**src/rtl/rrv_imem_arb_pkg.sv**
```systemverilog
// Shared types for the instruction-memory arbiter.
package rrv_imem_arb_pkg;

  typedef enum logic [1:0] {
    BOOT  = 2'd0,
    RUN   = 2'd1,
    DRAIN = 2'd2
  } arb_state_e;

  typedef enum logic {
    OWN_LD    = 1'b0,
    OWN_FETCH = 1'b1
  } owner_e;

endpackage

```
**src/rtl/rrv_imem_arb.sv**
```systemverilog
// Arbiter sharing one instruction RAM port between the program loader and core fetch.
//
//  state | meaning
//  ------+-------------------------------------------------------------
//  BOOT  | loader owns the RAM, core held; ld_done releases the core
//  RUN   | fetch has priority, loader forced in after STARVE_MAX denials
//  DRAIN | core held, no new grants; one cycle for an outstanding read
module rrv_imem_arb
  import rrv_imem_arb_pkg::*;
#(
  parameter int ADDR_W     = 16,
  parameter int DATA_W     = 32,
  parameter int STARVE_MAX = 4
) (
  input  logic              clk,
  input  logic              rst,
  input  logic              ld_req,
  input  logic              ld_we,
  input  logic [ADDR_W-1:0] ld_addr,
  input  logic [DATA_W-1:0] ld_wdata,
  input  logic              ld_done,
  input  logic              ld_halt,
  output logic              ld_gnt,
  output logic              ld_rvalid,
  output logic [DATA_W-1:0] ld_rdata,
  input  logic              f_req,
  input  logic [ADDR_W-1:0] f_addr,
  output logic              f_gnt,
  output logic              f_rvalid,
  output logic [DATA_W-1:0] f_rdata,
  output logic              ram_en,
  output logic              ram_we,
  output logic [ADDR_W-1:0] ram_addr,
  output logic [DATA_W-1:0] ram_wdata,
  input  logic [DATA_W-1:0] ram_rdata,
  output logic              core_hold
);

  localparam int CNT_W = $clog2(STARVE_MAX + 1);
  localparam logic [CNT_W-1:0] STARVE_LIM = CNT_W'(STARVE_MAX);

  arb_state_e       state_q, state_d;
  logic [CNT_W-1:0] starve_q, starve_d;
  owner_e           owner_q, owner_d;
  logic             rd_pend_q, rd_pend_d;
  logic             force_ld;

  // State, starvation counter and read-return bookkeeping.
  always_ff @(posedge clk or posedge rst) begin
    if (rst) begin
      state_q   <= BOOT;
      starve_q  <= '0;
      owner_q   <= OWN_LD;
      rd_pend_q <= 1'b0;
    end else begin
      state_q   <= state_d;
      starve_q  <= starve_d;
      owner_q   <= owner_d;
      rd_pend_q <= rd_pend_d;
    end
  end

  // Next state and combinational grants; grants are gated by rst so the
  // RAM port is quiet the instant reset is asserted.
  always_comb begin
    state_d   = state_q;
    ld_gnt    = 1'b0;
    f_gnt     = 1'b0;
    core_hold = 1'b1;
    force_ld  = 1'b0;
    case (state_q)
      BOOT: begin
        ld_gnt = ld_req;
        // halt outranks done so a loader can keep the core parked
        if (!ld_halt && ld_done) state_d = RUN;
      end
      RUN: begin
        core_hold = 1'b0;
        force_ld  = ld_req && (starve_q == STARVE_LIM);
        f_gnt     = f_req && !force_ld;
        ld_gnt    = ld_req && !f_gnt;
        if (ld_halt) state_d = DRAIN;
      end
      DRAIN: begin
        state_d = BOOT;
      end
      default: begin
        state_d = BOOT;
      end
    endcase
    if (rst) begin
      ld_gnt = 1'b0;
      f_gnt  = 1'b0;
    end
  end

  // Loader starvation counter: saturates in RUN, clears on any loader grant.
  always_comb begin
    starve_d = starve_q;
    if (ld_gnt) begin
      starve_d = '0;
    end else if (state_q == RUN && ld_req && starve_q != STARVE_LIM) begin
      starve_d = starve_q + 1'b1;
    end
  end

  // RAM port mux and read-owner capture for the next-cycle return.
  always_comb begin
    ram_en    = ld_gnt | f_gnt;
    ram_we    = ld_gnt & ld_we;
    ram_addr  = f_gnt ? f_addr : ld_addr;
    ram_wdata = ld_wdata;
    rd_pend_d = ram_en & ~ram_we;
    owner_d   = f_gnt ? OWN_FETCH : OWN_LD;
  end

  assign f_rvalid  = rd_pend_q && (owner_q == OWN_FETCH);
  assign ld_rvalid = rd_pend_q && (owner_q == OWN_LD);
  assign f_rdata   = ram_rdata;
  assign ld_rdata  = ram_rdata;

endmodule
```
**config.mk**
```make
export PLATFORM = sky130hd
export DESIGN_NAME = rrv_imem_arb
export DESIGN_NICKNAME = d
export VERILOG_FILES = /design/src/rtl/rrv_imem_arb_pkg.sv /design/src/rtl/rrv_imem_arb.sv
export SDC_FILE = /design/constraint.sdc
export NUM_CORES = 1
export LEC_CHECK = 0
export ABC_CLOCK_PERIOD_IN_PS = 2410
export BUFFER_PORTS_ARGS = -buffer_cell sky130_fd_sc_hd__buf_4
export CAP_MARGIN = 15
export CORE_AREA = 4 4 85 87
export DETAILED_ROUTE_END_ITERATION = 7
export DIE_AREA = 0 0 89 91
export RECOVER_POWER = 25
export SYNTH_ARGS = -nofsm -noshare
export SYNTH_HDL_FRONTEND = slang
export SYNTH_SLANG_ARGS = --single-unit
```
**constraint.sdc**
```tcl
create_clock -name clk -period 2.41 [get_ports clk]
set_clock_uncertainty 0.05 [all_clocks]
set_input_delay 0.241 -clock clk [delete_from_list [all_inputs] [get_ports clk]]
set_output_delay 0.241 -clock clk [all_outputs]
set_load 0.02 [all_outputs]
```
Yosys cells after proc, flatten, opt, wreduce, memory -nomap -nowiden
Cells that the tools add are included.
- bits of input ports: 103
- bits in registers: 7
- word-level logic and storage cells: 41
- $add $sub $neg: 1
- reductions and logical operators: 14
- bitwise operators: 5
- muxes and demuxes: 12
- eq/ne operators: 5
- operator list (cell ; count):
    2-to-1 mux 16 bit ; 1
    logical AND 1 bit ; 8
    2-to-1 mux 3 bit ; 2
    2-to-1 mux 1 bit ; 5
    2-to-1 mux 2 bit ; 2
    != test 2 bit, second input constant ; 2
    case mux 2 bit (2 select lines) ; 1
    adder 3 x 1 -> 3 bit, second input constant ; 1
    == test 3 bit, second input constant ; 1
    logical NOT 1 bit ; 3
    != test 3 bit, second input constant ; 1
    bitwise AND 1 bit ; 2
    == test 2 x 1 -> 1 bit, second input constant ; 1
    logical NOT 2 bit ; 1
    NOT 1 bit ; 2
    case mux 1 bit (2 select lines) ; 1
    AND reduction 2 bit ; 1
    nonzero test 2 bit ; 1
    OR 1 bit ; 1

Depth between registers and ports, before layout
Gate-level depths: netlist of the first run.
- depth in word-level cells: 11
- gate-level depth with buffers: 6

Worst setup path after synthesis of the first run
No wires, ideal clock.
- path kind: flip-flop to output port
- from: register starve_q[0]
- to: output ram_addr[1]
- arrival: 1.782 ns
- setup slack: 0.337 ns
- cell stages (with the launch flop): 7
- cells stage by stage: dfrtp_1 inv_1 ha_1 and3_1 nor3_4 buf_6 mux2_1
- word-level cells in the longest chain between the ends: 7
- RTL lines (element ; line ; text):
    start, declared ; rrv_imem_arb.sv:43 ; logic [CNT_W-1:0] starve_q, starve_d;
    start signal, assigned ; rrv_imem_arb.sv:57 ; starve_q <= starve_d;
    == test 3 bit ; rrv_imem_arb.sv:79 ; force_ld = ld_req && (starve_q == STARVE_LIM);
    logical AND 1 bit ; rrv_imem_arb.sv:79 ;
    logical NOT 1 bit ; rrv_imem_arb.sv:80 ; f_gnt = f_req && !force_ld;
    logical AND 1 bit ; rrv_imem_arb.sv:80 ;
    2-to-1 mux 1 bit ; rrv_imem_arb.sv:71 ; case (state_q)
    2-to-1 mux 1 bit ; rrv_imem_arb.sv:91 ; if (rst) begin
    named net f_gnt ; rrv_imem_arb.sv:28 ; output logic f_gnt,
    2-to-1 mux 16 bit ; rrv_imem_arb.sv:111 ; ram_addr = f_gnt ? f_addr : ld_addr;
    end, declared ; rrv_imem_arb.sv:33 ; output logic [ADDR_W-1:0] ram_addr,
The timed path passes the listed nets, and every way through them passes these cells.

Worst setup path after layout of the first run
- from: register starve_q[0]
- to: output ram_addr[14]
- word-level cells in the longest chain between the ends: 7
- RTL lines (element ; line):
    == test 3 bit ; rrv_imem_arb.sv:79
    logical AND 1 bit ; rrv_imem_arb.sv:79
    logical NOT 1 bit ; rrv_imem_arb.sv:80
    logical AND 1 bit ; rrv_imem_arb.sv:80
    2-to-1 mux 1 bit ; rrv_imem_arb.sv:71
    2-to-1 mux 1 bit ; rrv_imem_arb.sv:91
    2-to-1 mux 16 bit ; rrv_imem_arb.sv:111
No other way between the ends.

==> results.txt, run 1 <==
----------------------------------------------------
[Die]
  Area of the die ... 8100 um^2
  Starting density of the core ... 20.7%
  Number of rows created at floorplan ... 29
  Number of primary I/O pins ... 222
  Chip width ... 89 um
  Die outline height ... 91 um
  Core ar. ... 6350 um^2

[Clock network]
  Clk sinks ... 7
  Clock Tree Root ... sky130_fd_sc_hd__clkbuf_8
  Worst-Skew Late Latency ... 0.22 ns
  H-tree lvl count ... 1
  Clock transition at path regs ... 0.04 ns
  Clock tree from TritonCTS ... yes
  Number of buffers added by the clock tree synthesis step ... 3
  Maximum count of clock buffers along a single path ... 2

[Hold path]
  Hold Path Class ... input pin to register

[Layout]
  Register cell area after layout ... 175 um^2
  Relative area change from synthesis to final layout ... -1.33%
  Area used by multi-input combinational logic ... 395 um^2
  Nets@finish ... 235
  Filler cell count ... 690
  Share of final-layout standard cells stronger than drive strength 1 ... 62.8%
  Count of antenna diodes in the layout ... 0
  Final instance count without filler cells ... 206

[Run status]
  Run status ... finished, final reports clean

[Pwr]
  Switching Fraction ... 28.9%
  Peak supply drop ... 0.277 mV
  Static Leak ... 0.611 nW
  Comb pwr share ... 40.3%
  Power per standard cell area ... 389 nW/um^2
  Sequential share of power ... 27.5%
  Internal ... 0.359 mW
  Reported net switching power ... 0.146 mW
  Share of total power in the clock network ... 32.2%

[Worst setup path]
  Category of cells accounting for the largest share of critical-path delay ... buffers and inverters
  Critical path fanouts, max ... 9
  Critical path startpoint category ... register
  Required time at the worst-slack endpoint ... 2.12 ns
  R2r setup slk ... 0.88 ns
  CP Capture Type ... primary output
  Cell-by-cell trace of the critical path ... inv_1, ha_2, and3_4, nor3_4, buf_12, clkbuf_16, mux2_2, buf_4
  Kind of critical path ... register to primary output
  Critical Path Slowest Stage Cell ... sky130_fd_sc_hd__dfrtp_1
  Worst path bufs/invs ... 4
  CP max stage delay ... 0.38 ns
  Critical Path AT ... 2.02 ns

[Synthesis]
  Area share of the largest cell type after synthesis ... 54.9%
  Proportion of synthesized chip area in sequential cells ... 13.3%
  Count of flip-flops with a built-in enable after synthesis ... 0
  Unique cell type count in the Yosys netlist ... 25
  Most frequent cell after synthesis ... sky130_fd_sc_hd__buf_4
  Number of synthesized register bits ... 7
  Primary flip-flop cell chosen by synthesis mapping ... sky130_fd_sc_hd__dfrtp_1
  Average size of a mapped cell ... 8.48 um^2
  Biggest area contributors in the synthesized netlist ... sky130_fd_sc_hd__buf_4 (55%), sky130_fd_sc_hd__dfrtp_1 (13%), sky130_fd_sc_hd__mux2_1 (7.7%), sky130_fd_sc_hd__mux2_2 (6.0%), sky130_fd_sc_hd__ha_1 (1.9%)
  Cell type with the largest total area after synthesis ... sky130_fd_sc_hd__buf_4
  Top post-synthesis cells by count ... sky130_fd_sc_hd__buf_4 (96), sky130_fd_sc_hd__mux2_1 (9), sky130_fd_sc_hd__dfrtp_1 (7), sky130_fd_sc_hd__mux2_2 (7), sky130_fd_sc_hd__inv_1 (5)
  Mapped cell area ... 1310 um^2
  Share of synthesized registers carrying an async set or reset ... 100%
  Gate count after technology mapping ... 155
  Warnings, synthesis ... 0
  Synthesized Nets ... 260

[Timing]
  Final hold violations ... 0
  Sum of negative setup slack ... 0 ns
  Worst slew margin ... 67.0%
  Final setup violating endpoints ... 0
  Slew at the pin with the worst max-slew slack ... 0.496 ns
  Max Slew Vio Count ... 0
  Setup repair after global routing missed its margin ... false
  Post-route fraction of the period consumed by the critical path ... 96.0%
  Highest Clock Rate ... 0.432 GHz
  Post-route minimum period ... 2.31 ns

[Global route]
  Met2 Use GR ... 8.48%
  GR Overflow Total ... 0
  First-pass GRT wire length ... 4.11 mm
  GR Util met1 ... 7.11%
  Via count of the first global-routing pass ... 825
  GRT Overall Usage ... 6.42%
  GR Layer Usage met3 ... 3.89%
  Pin count of the biggest net entering global routing ... 19
  Number of antenna violations at the first check in global routing ... 0
  GR peak layer ... met2

[Drt]
  # DRC ... 0
  Via total after detailed routing ... 762
  Via-to-Cell Ratio ... 3.70
  First-pass detailed-route iteration total ... 4
  Routed wire length per instance ... 13.9 um
  Drt total wl ... 2.86 mm
  Iter 0 DRT Violations ... 10
  Antenna violation net count after detailed routing ... 0

[Flow run]
  # Max-Cap Violations ... 0

[Placed design]
  Count of placed standard cells including taps ... 197
  Post-DP HPWL ... 2.25 mm
  GPL Wtd Cong ... 0.768
  Count of buffers from port buffering ... 61

----------------------------------------------------
==> cell families (layout without fill, tap and decap cells) <==
logic type	count (synthesis)	in the layout	share of synthesized area, %
multiplexers	16	16	13.7
adder cells (fa/ha/maj)	2	2	1.90
buffers and inverters	102	76	57.1
AO/OA/AOI/OAI	8	8	4.29
flip-flops	7	7	13.3
AND/OR/NAND/NOR	20	20	9.62
==> sequential cells by signal, indices dropped and copies added, names as in the netlist <==
| register | cells |
|---|---|
| owner_q | 1 |
| rd_pend_q | 1 |
| starve_q | 3 |
| state_q | 2 |
==> power groups by stage <==
stage                     registers [mW]  logic, mW  clock network, mW
after floorplan                    0.137      0.324                  0
after global placement             0.139      0.185                  0
after detailed placement           0.140      0.186                  0
after CTS                          0.138      0.188              0.167
after global routing               0.140      0.224              0.176
final                              0.139      0.203              0.162
==> cell usage in the layout, fill, tap and decap left out <==
| master | netlist | layout |
|---|---|---|
| sky130_fd_sc_hd__buf_4 | 96 | 62 |
| sky130_fd_sc_hd__dfrtp_1 | 7 | 7 |
| sky130_fd_sc_hd__or2_1 | 1 | 1 |
| sky130_fd_sc_hd__or3_1 | 1 | 1 |
| sky130_fd_sc_hd__nor2b_1 | 2 | 2 |
| sky130_fd_sc_hd__clkbuf_1 | 0 | 1 |
| sky130_fd_sc_hd__ha_1 | 2 | 1 |
| sky130_fd_sc_hd__buf_12 | 0 | 2 |
| sky130_fd_sc_hd__nor3_1 | 1 | 1 |
| sky130_fd_sc_hd__nor2_1 | 4 | 4 |
| sky130_fd_sc_hd__and4b_1 | 1 | 1 |
| sky130_fd_sc_hd__a311oi_2 | 1 | 1 |
| sky130_fd_sc_hd__nand3b_1 | 1 | 1 |
| sky130_fd_sc_hd__nor3_4 | 1 | 1 |
| sky130_fd_sc_hd__nand2b_1 | 1 | 1 |
| sky130_fd_sc_hd__mux2_2 | 7 | 7 |
| sky130_fd_sc_hd__a21oi_1 | 3 | 3 |
| sky130_fd_sc_hd__dlygate4sd3_1 | 0 | 1 |
| sky130_fd_sc_hd__and2_1 | 3 | 3 |
| sky130_fd_sc_hd__inv_1 | 5 | 5 |
| sky130_fd_sc_hd__clkbuf_16 | 0 | 2 |
| sky130_fd_sc_hd__a211oi_1 | 1 | 1 |
| sky130_fd_sc_hd__o21ai_0 | 2 | 2 |
| sky130_fd_sc_hd__nand2_1 | 2 | 2 |
| sky130_fd_sc_hd__o22a_1 | 1 | 1 |
| sky130_fd_sc_hd__mux2_1 | 9 | 9 |
| sky130_fd_sc_hd__or3b_2 | 1 | 1 |
| sky130_fd_sc_hd__and3_4 | 0 | 1 |
| sky130_fd_sc_hd__ha_2 | 0 | 1 |
| sky130_fd_sc_hd__clkbuf_8 | 0 | 3 |
==> final timing paths <==
path,startpoint,endpoint,cells after the start
max reg2reg,starve_q[0],starve_q[1],5
max,starve_q[0],ram_addr[14],8
min in group asynchronous,rst,state_q[1],3
min reg2reg,state_q[1],state_q[0],1
max in group asynchronous,rst,starve_q[2],3
min,ld_halt,state_q[0],2
==> what timing repair did <==
action                                  4_1_cts  5_1_grt
setup buffers                                 0        2
endpoints found under the hold margin         7        0
hold buffers                                  1        0
resized for setup                             0        5
endpoints found under the setup margin        0       16
==> through the flow <==
step	power [mW]	worst slack [ns]	utilization [%]	hold slack, ns	area, um^2
2_1_floorplan	0.461	0.337	-	-0.00560	1310
3_3_place_gp	0.324	0.319	18.0	0.155	1140
3_5_place_dp	0.326	0.278	18.0	0.160	1140
4_1_cts	0.494	0.0263	18.9	0.128	1200
5_1_grt	0.540	0.00145	20.4	0.127	1300
6_report	0.504	0.0956	20.4	0.128	1300
==> area by class of cell <==
type / instances / area share [%]
Sequential cell: 7 / 13.5
Timing Repair Buffer: 67 / 43.6
Tap cell: 77 / 7.43
Inverter: 5 / 1.45
Multi-Input combinational cell: 46 / 30.5
Clock buffer: 4 / 3.47
==> per-layer routing <==
| layer | routed length, um | share of wire [%] | vias to the layer above |
|---|---|---|---|
| li1 | - | - | 349 |
| met1 | 1020 | 36 | 324 |
| met2 | 1220 | 43 | 58 |
| met3 | 428 | 15 | 31 |
| met4 | 187 | 6.5 | 0 |
| met5 | 0 | 0 | - |
No activity file was read; power rests on OpenSTA's default activity.
==> inputs of run 2 (changes only) <==
ABC_CLOCK_PERIOD_IN_PS = default   (was 2410)
CORE_AREA = 4 4 84 86   (was 4 4 85 87)
CTS_BUF_LIST = sky130_fd_sc_hd__clkbuf_2   (was default)
DIE_AREA = 0 0 88 90   (was 0 0 89 91)
==> results.txt, run 2 (same netlist as run 1, synthesis figures left out) <==
----------------------------------------------------
[Worst setup path]
  Cell-by-cell trace of the critical path ... inv_1, ha_2, and3_4, nor3_4, clkbuf_16, mux2_2, buf_4 (was inv_1, ha_2, and3_4, nor3_4, buf_12, clkbuf_16, mux2_2, buf_4)
  Required time at the worst-slack endpoint ... 2.12 ns (about the same)
  Critical path fanouts, max ... 8 (was 9)
  Critical Path Slowest Stage Cell ... sky130_fd_sc_hd__dfrtp_1 (unchanged)
  Kind of critical path ... register to primary output (unchanged)
  Critical path startpoint category ... register (unchanged)
  Worst path bufs/invs ... 3 (was 4)
  CP max stage delay ... 0.36 ns (was 0.38 ns)
  Critical Path AT ... 2.02 ns (about the same)
  CP Capture Type ... primary output (unchanged)
  Category of cells accounting for the largest share of critical-path delay ... simple AND/OR/NAND/NOR gates (was buffers and inverters)

[Layout]
  Final instance count without filler cells ... 207 (was 206)
  Share of final-layout standard cells stronger than drive strength 1 ... 63.8% (was 62.8%)
  Registers with the most flip-flops ... starve_q x3, state_q x2 (unchanged)
  Count of antenna diodes in the layout ... 0 (unchanged)
  Register with the most flip-flops ... starve_q (unchanged)
  Max FFs per register ... 3 (unchanged)
  Nets@finish ... 236 (was 235)
  Area used by multi-input combinational logic ... 395 um^2 (unchanged)
  Commonest cells after routing, fill and taps aside ... sky130_fd_sc_hd__buf_4 (65), sky130_fd_sc_hd__mux2_1 (9), sky130_fd_sc_hd__mux2_2 (7), sky130_fd_sc_hd__dfrtp_1 (7), sky130_fd_sc_hd__inv_1 (5) (was sky130_fd_sc_hd__buf_4 (62), sky130_fd_sc_hd__mux2_1 (9), sky130_fd_sc_hd__mux2_2 (7), sky130_fd_sc_hd__dfrtp_1 (7), sky130_fd_sc_hd__inv_1 (5))
  Relative area change from synthesis to final layout ... -4.95% (was -1.33%)
  Leading cell type in the layout, fill and taps excluded ... sky130_fd_sc_hd__buf_4 (unchanged)
  Register cell area after layout ... 175 um^2 (unchanged)
  Filler cell count ... 688 (was 690)

[Placed design]
  Count of buffers from port buffering ... 61 (unchanged)
  Post-DP HPWL ... 2.31 mm (was 2.25 mm)
  GPL Wtd Cong ... 0.682 (was 0.768)
  Count of placed standard cells including taps ... 198 (was 197)

[Pwr]
  Peak supply drop ... 0.167 mV (was 0.277 mV)
  Static Leak ... 0.600 nW (was 0.611 nW)
  Power per standard cell area ... 349 nW/um^2 (was 389 nW/um^2)
  Power consumption ... 0.436 mW (was 0.504 mW)

[Timing]
  Worst slew margin ... 80.7% (was 67.0%)
  Final setup violating endpoints ... 0 (unchanged)
  Max Slew Vio Count ... 0 (unchanged)
  Highest Clock Rate ... 0.432 GHz (about the same)
  Slew at the pin with the worst max-slew slack ... 0.290 ns (was 0.496 ns)
  Post-route fraction of the period consumed by the critical path ... 96.0% (about the same)
  Final hold violations ... 0 (unchanged)
  Post-route minimum period ... 2.31 ns (about the same)
  Setup repair after global routing missed its margin ... false (unchanged)
  Sum of negative setup slack ... 0 ns (unchanged)

[Drt]
  First-pass detailed-route iteration total ... 4 (unchanged)
  # DRC ... 0 (unchanged)
  Via total after detailed routing ... 802 (was 762)
  Drt total wl ... 2.86 mm (about the same)
  Iter 0 DRT Violations ... 11 (was 10)
  Via-to-Cell Ratio ... 3.87 (was 3.70)
  Routed wire length per instance ... 13.8 um (was 13.9 um)
  Antenna violation net count after detailed routing ... 0 (unchanged)

[Clock network]
  Clk sinks ... 7 (unchanged)
  H-tree lvl count ... 1 (unchanged)
  Clock Tree Root ... sky130_fd_sc_hd__clkbuf_2 (was sky130_fd_sc_hd__clkbuf_8)
  Maximum count of clock buffers along a single path ... 2 (unchanged)
  Worst-Skew Late Latency ... 0.25 ns (was 0.22 ns)
  Clock transition at path regs ... 0.09 ns (was 0.04 ns)
  Number of buffers added by the clock tree synthesis step ... 3 (unchanged)
  Clock tree from TritonCTS ... yes (unchanged)

[Flow run]
  # Max-Cap Violations ... 0 (unchanged)

[Die]
  Die outline height ... 90 um (was 91 um)
  Core ar. ... 6280 um^2 (was 6350 um^2)
  Area of the die ... 7920 um^2 (was 8100 um^2)
  Starting density of the core ... 20.9% (was 20.7%)
  Number of rows created at floorplan ... 29 (unchanged)
  Number of primary I/O pins ... 222 (unchanged)
  Chip width ... 88 um (was 89 um)

[Global route]
  Via count of the first global-routing pass ... 841 (was 825)
  First-pass GRT wire length ... 4.06 mm (was 4.11 mm)
  Number of antenna violations at the first check in global routing ... 0 (unchanged)
  GRT Overall Usage ... 6.57% (was 6.42%)
  GR Overflow Total ... 0 (unchanged)
  Pin count of the biggest net entering global routing ... 18 (was 19)

[Run status]
  Run status ... finished, final reports clean (unchanged)

[Hold path]
  Hold Path Class ... input pin to register (unchanged)

----------------------------------------------------
## run 2: final cells by class
type / instances / area share, %
Clock inverter: 1 / 0.401
Tap cell: 77 / 7.72
Timing Repair Buffer: 68 / 43.5
Multi-Input combinational cell: 46 / 31.7
Sequential cell: 7 / 14.0
Inverter: 5 / 1.50
Clock buffer: 3 / 1.20
## run 2: path summary, 6_finish.rpt
| kind | from | to | slack [ns] | cells after the start |
|---|---|---|---|---|
| worst max-delay path | starve_q[1] | ram_addr[0] | 0.1 | 7 |
| worst max register to register | starve_q[1] | starve_q[1] | 0.89 | 7 |
| max in group asynchronous | rst | starve_q[0] | 1.63 | 3 |
| min in group asynchronous | rst | state_q[1] | 0.44 | 3 |
| worst min-delay path | ld_halt | state_q[0] | 0.1 | 2 |
| worst min register to register | state_q[1] | state_q[0] | 0.45 | 1 |
## run 2: report_power, final
group	internal, mW	leakage, nW	switching (mW)	total, mW
Sequential	0.128	0.0939	0.00819	0.136
Combinational	0.121	0.490	0.0921	0.213
Clock	0.0376	0.0164	0.0501	0.0877
## run 2: repair_timing
item                       CTS  global route
hold buffers                 1             0
setup endpoints to repair   16            16
hold endpoints to repair     7             0
setup buffers                0             3
pin swaps                    0             2
cloned                       0             1
gates resized for setup      1             4
## run 2: metal layers
layer  routed length, um  track usage, %  vias to the layer above
met5                   0               0                        -
met1                 888            6.26                      351
met2                1390            9.80                       69
met4                 204            6.78                        0
li1                    -               -                      350
met3                 377            3.11                       32
## run 2: metrics by stage
stage               hold WS [ns]  utilization, %  instance area (um^2)  worst slack [ns]
floorplan               -0.00560               -                  1310             0.337
finish                    0.0988            19.9                  1250            0.0963
global placement           0.168            18.3                  1150             0.324
detailed placement         0.167            18.3                  1150             0.247
CTS                       0.0854            18.9                  1180            0.0301
global route              0.0917            19.9                  1250           0.00769
## run 2: worst reg2reg max path, delay by kind of cell (launching register included)
kind                       cells  cell delay (ns)
adders and majority gates      1             0.19
AOI/OAI and AO/OA              2             0.34
DFF                            1             0.39
buffers and inverters          3             0.36
and+or+nand+nor                1             0.07
